[src/rtl/phasegen_ext.sv]
// phasegen_ext
// Instruction-phase generator. Produces a one-hot phase vector of NPHASE
// phases and sequences it from console commands: free run, single
// instruction and single phase. Other features:
//   - memory-stall hold
//   - graceful stop at an instruction boundary
//   - halt-on-instruction from the decoder
//   - retired-instruction counter
//   - end-of-instruction pulse
//
// Ports:
//   clock       rising-edge clock, single domain
//   reset       synchronous active-high reset
//   run         1-cycle pulse: start from STOP, or request stop while RUN
//   step_phase  1-cycle pulse: advance exactly one phase (STOP only)
//   step_inst   1-cycle pulse: finish the current instruction (STOP only)
//   stall       level: hold the current phase this cycle
//   halt        level: stop once the current instruction completes (RUN)
//   cstate      one-hot phase vector; bit 0 = first phase, bit NPHASE-1 = last
//   running     high whenever the sequencer is not stopped
//   inst_end    1-cycle pulse the cycle after the last phase completed
//   inst_count  retired-instruction count, wraps modulo 2^CNT_W

module phasegen_ext #(
    parameter int NPHASE = 4,
    parameter int CNT_W  = 16
) (
    input  logic              clock,
    input  logic              reset,
    input  logic              run,
    input  logic              step_phase,
    input  logic              step_inst,
    input  logic              stall,
    input  logic              halt,
    output logic [NPHASE-1:0] cstate,
    output logic              running,
    output logic              inst_end,
    output logic [CNT_W-1:0]  inst_count
);

    typedef enum logic [2:0] {
        STOP,
        RUN,
        STEP_INST,
        STEP_PHASE,
        DRAIN
    } state_t;

    state_t            state;
    state_t            state_nxt;
    logic [NPHASE-1:0] cstate_nxt;
    logic              adv;
    logic              stop_at_first;
    logic              step;
    logic              wrap;

    // Decide whether the phase vector moves this cycle and where the
    // sequencer goes next. A run request while RUN sits on phase 0 stops
    // before the next instruction starts. That stop does not advance, and
    // it is honoured even during a stall. A run request on any later phase
    // drains the current instruction instead. If that same cycle already
    // completes the instruction, there is nothing left to drain, so the
    // sequencer stops directly.
    always_comb begin
        state_nxt     = state;
        adv           = (state != STOP) && !stall;
        stop_at_first = (state == RUN) && run && cstate[0];
        step          = adv && !stop_at_first;
        wrap          = step && cstate[NPHASE-1];
        cstate_nxt    = step ? {cstate[NPHASE-2:0], cstate[NPHASE-1]} : cstate;

        case (state)
            STOP: begin
                if (run)
                    state_nxt = RUN;
                else if (step_inst)
                    state_nxt = STEP_INST;
                else if (step_phase)
                    state_nxt = STEP_PHASE;
            end
            RUN: begin
                if (run) begin
                    if (cstate[0] || wrap)
                        state_nxt = STOP;
                    else
                        state_nxt = DRAIN;
                end else if (wrap && halt) begin
                    state_nxt = STOP;
                end
            end
            DRAIN, STEP_INST: begin
                if (wrap)
                    state_nxt = STOP;
            end
            STEP_PHASE: begin
                if (adv)
                    state_nxt = STOP;
            end
            default: state_nxt = STOP;
        endcase
    end

    // State, phase vector, end pulse and retired count. A reset in the
    // middle of an instruction throws that instruction away uncounted.
    always_ff @(posedge clock) begin
        if (reset) begin
            state      <= STOP;
            cstate     <= {{(NPHASE-1){1'b0}}, 1'b1};
            inst_end   <= 1'b0;
            inst_count <= '0;
        end else begin
            state    <= state_nxt;
            cstate   <= cstate_nxt;
            inst_end <= wrap;
            if (wrap)
                inst_count <= inst_count + {{(CNT_W-1){1'b0}}, 1'b1};
        end
    end

    assign running = (state != STOP);

endmodule

[config.mk]
export PLATFORM = sky130hd
export DESIGN_NAME = phasegen_ext
export DESIGN_NICKNAME = d
export VERILOG_FILES = /design/src/rtl/phasegen_ext.sv
export SDC_FILE = /design/constraint.sdc
export NUM_CORES = 1
export LEC_CHECK = 0
export BUFFER_PORTS_ARGS = -buffer_cell sky130_fd_sc_hd__buf_2
export CAP_MARGIN = 20
export CORE_UTILIZATION = 50
export DETAILED_ROUTE_END_ITERATION = 16
export PLACE_DENSITY = 0.77
export SYNTH_ARGS = -nofsm -noshare
export SYNTH_HDL_FRONTEND = slang
export SYNTH_SLANG_ARGS = --single-unit
export TNS_END_PERCENT = 20
[constraint.sdc]
create_clock -name clock -period 2.3 [get_ports clock]
set_input_delay 0.23 -clock clock [delete_from_list [all_inputs] [get_ports clock]]
set_output_delay 0.23 -clock clock [all_outputs]
set_load 0.005 [all_outputs]
# Word level (Yosys, flattened, before mapping)
# Index checks and enable logic that the tools add are counted.
# totals
in_bits	7
output_inout_bits	22
reg_bits	24
# op_classes
muxes	9
n_reduce_logical	13
addsub	1
n_eq_ne	8
# ops
operator	n
2-to-1 mux 3 bit	8
adder 16 x 1 -> 16 bit (second input constant)	1
case mux 3 bit (4 select lines)	1
== test 3 x 2 -> 1 bit (second input constant)	2
logical AND 1 bit	6
inequality test 2 bit (second input constant)	2
inequality test 4 bit (second input constant)	1
AND reduction 4 bit	1
== test 3 x 1 -> 1 bit (second input constant)	1
== test 3 bit (second input constant)	1
zero test 3 bit	1
inequality test 3 x 2 -> 1 bit (second input constant)	1
nonzero test 3 bit	1
zero test 1 bit	2
OR reduction 2 bit	1
logical OR 1 bit	1

# Logic depth before layout (Yosys ltp)
# depth
depth_word	10
depth_mapped	6
ltp_nobuf	6

# Least setup slack after synthesis
# No wires, ideal clock.
# synth_path
path_kind	register to register
from	reg state[0]
to	reg state[0]
stages_incl_launch_ff	6
setup_ps	70
n_path_buf	0
t_required_ps	2230
arrival_time_ps	1723
path_slack_ps	508
path_cell_list	dfxtp_1 > a21bo_4 > a211oi_4 > a211oi_2 > or4_1 > a21oi_1
# synth_between
elab_chain_len	9
elab_cells_between_ends	20
cone_classes	8 x eq/ne; 1 x mux; 11 x reduce/logical
# synth_rtl
element	line	rtl
from (decl)	49	state_t state;
from (signal assigned)	112	state <= state_nxt;
== test 3 x 1 -> 1 bit	67, 72	
logical AND 1 bit (2 in series)	67	stop_at_first = (state == RUN) && run && cstate[0];
zero test 1 bit	68	step = adv && !stop_at_first;
logical AND 1 bit	68	
logical AND 1 bit	69	wrap = step && cstate[NPHASE-1];
logical AND 1 bit	87	end else if (wrap && halt) begin
inequality test 3 x 2 -> 1 bit (no line)	n/a	
AND reduction 4 bit (no line)	n/a	
# Several ways; a longest one is shown, not always the timed one.
# A chain may end at the register's enable or synchronous reset.

# Final worst setup path
# Ends and elaborated chain as after synthesis.

==> flow_metrics.tcl <==
set metrics [dict create \
    drive_gt1_share_pct 25.2 \
    vias 934 \
    post-route-period-util_pct 84.9 \
    drtIter0Drc 8 \
    drcViolationCount 0 \
    postCtsHoldBufs 0 \
    numCtsBuffers 3 \
    async_flop_share_pct 0 \
    muxShareOfSynthArea_pct 1.86 \
    synth_cells 120 \
    synth_compound_area_share_pct 13.5 \
    clock_skew_ps 0.737 \
    cp_max_fo 6 \
    synthDistinctLibCells 27 \
    synthTopCellsByArea "dfxtp_1 45%, xor2_1 11%, nor2_1 7.3%" \
    wl_met3_um 80 \
    crit_type "flip-flop to flip-flop" \
    p_seq_share_pct 49.4 \
    ioPinCount 29 \
    dp_hpwl_mm 1.63 \
    vdd_drop_max_uv 495 \
    synth_area_mm2 0.00108 \
    start_kind "flip-flop" \
    nNetsFinal 160 \
    htree_levels 1 \
    holdCritPathClass "input pin to flip-flop" \
    fin_crit_ps 1950 \
    synth_top_area_share_pct 44.5 \
    antenna_found_initial 0 \
    path_buf_inv 0 \
    fp.dieArea_mm2 0.00235 \
    clock_sinks 24 \
    worst_pin_slew_ps 489 \
    synth_top_family_by_area "simple AND/OR/NAND/NOR gates" \
    antennaDiodeCount 0 \
    p_sw_share_pct 26.6 \
    wl_per_cell_um 12.2 \
    grt_max_degree 25 \
    grt-ovfl-total 0 \
    clk_latency_ps 300 \
    place.gp.congestion 0.884 \
    synth-edff-count 0 \
    finalSetupTns_ps 0 \
    io_buffers 28 \
    yosysTopAreaCell "dfxtp_1" \
    post-place-ws_ps 381 \
    die_h_um 48.4 \
    synth_simple_gate_area_share_pct 24.2 \
    wl_mm 2.17 \
    setup_slack_ps 346 \
    core.rowCount 16 \
    combPwrFrac_pct 19.2 \
    crit_arrival_ps 2190 \
    cp-end-kind "flip-flop" \
    ys.flop_type "dfxtp_1" \
    ys_seq_area_share_pct 44.5 \
    ant_nets 0 \
    slew_violations 0 \
    yosys_warnings 0 \
    highest_layer "met4" \
    grt_setup_unrepaired "false" \
    maxCapViolations 0 \
    p_switching_uw 251 \
    root_buffer "clkbuf_4" \
    power_leakage_nw 0.571 \
    crit_chain "a21bo_4 > a211oi_4 > a211oi_2 > or4_1 > a21oi_1" \
    hold_violations 0 \
    post_cts_buffers 0 \
    path_clk_slew_ps 130 \
    met2_length_mm 1.09 \
    grt_pass1_wl_mm 3.71 \
    synth_seq_cells 24 \
    synth_area_per_cell_um2 8.99 \
    finalSetupViolCount 0 \
    via_per_inst 5.25 \
    synth_common_cells "24 x dfxtp_1, 21 x nor2_1, 13 x xor2_1" \
    cts_buffer_depth 2 \
    grt_pass1_vias 888 \
    synth_fa_ha_area_share_pct 1.16 \
    first_pass_iters 4 \
    met1Wirelength_um 998 \
    maxSlewHeadroom_pct 67.3 \
    area_growth_pct 21.3 \
    r2r_setup_slack_ps 350 \
    cts_tree "done" \
    synth-xor-area-share_pct 13.0 \
    syn_nets 128 \
    fmax_ghz 0.512 \
    yosysMostFrequentCell "dfxtp_1" \
    status "complete, no violations" \
    coreArea_mm2 0.00200 \
    slowest_stage "or4_1" \
    die_w_um 48.4 \
    worst_path_largest_cell_delay_ps 510 \
    intPower_uw 692 \
    start_util_pct 53.9 \
    cts-resized-gates 0 \
    clkPwrFrac_pct 31.4 \
    cpLargestDelayFamily "compound AO/OA/AOI/OAI gates" \
    crit_required_ps 2540 \
    num-fill-cells 175 \
    powerDensity_mw_per_mm2 721 \
    track_usage_pct 19.5 \
]
[tightest hold or removal path: stages]
cell and delay [ps]:
buf_2 150, or4_1 140, a21oi_1 60
[layout by cell type, fill, tap and decap left out, drive strengths merged, types with 5 or more instances in the layout]
master / instances
nand2: 8
nor2: 21
a21oi: 7
nand3: 5
buf: 30
xor2: 13
nand4: 5
dfxtp: 24
[path summary, 6_finish.rpt]
path | startpoint | to | cells past startpoint
max | state[0]$_SDFFE_PP0P_ | state[0]$_SDFFE_PP0P_ | 5
max reg2reg | state[0]$_SDFFE_PP0P_ | state[0]$_SDFFE_PP0P_ | 5
min | run | state[1]$_SDFFE_PP0P_ | 3
min reg2reg | inst_count[15]$_SDFFE_PP0P_ | inst_count[15]$_SDFFE_PP0P_ | 2
[routing by layer]
metal	track usage, %	vias up
met2	37.6	21
met3	3.46	2
met1	22.0	428
met5	0	-
li1	-	483
met4	4.90	0
[power by group through the flow]
stage          clock network (mW)  registers (mW)  logic, mW
4_1_cts                     0.310           0.466      0.180
6_report                    0.296           0.466      0.181
5_1_grt                     0.329           0.470      0.199
3_5_place_dp                    0           0.475      0.179
3_3_place_gp                    0           0.473      0.170
2_1_floorplan                   0           0.471      0.128
[per-stage QoR]
stage          instances  total power, mW  cell area (um2)  util, %  hold WS, ps
2_1_floorplan        120            0.599             1080        -          299
3_3_place_gp         174            0.644             1260     62.7          491
3_5_place_dp         174            0.654             1260     62.7          498
4_1_cts              178            0.956             1310     65.4          300
5_1_grt              178            0.998             1310     65.4          289
6_report             178            0.943             1310     65.4          316
[cell type report]
cell class,count,area (um2),share of cell area (%)
Tap cell,27,33.8,2.58
Clock inverter,1,30.0,2.29
Inverter,2,7.51,0.574
Clock buffer,3,22.5,1.72
Timing Repair Buffer,30,155,11.9
Multi-Input combinational cell,91,579,44.3
Sequential cell,24,480,36.7
[logic make-up (layout without fill, tap and decap cells)]
family | Yosys count | in the layout
AOI/OAI and AO/OA | 18 | 18
adders and majority gates | 1 | 1
muxes | 2 | 2
and+or+nand+nor | 54 | 54
xor gates and xnor gates | 16 | 16
buffers and inverters | 5 | 36
DFF | 24 | 24
[sequential cells by signal, indices dropped and copies added (netlist names)]
name / cells
cstate: 4
inst_count: 16
state: 3
inst_end: 1
No activity file was read; power rests on OpenSTA's default activity.
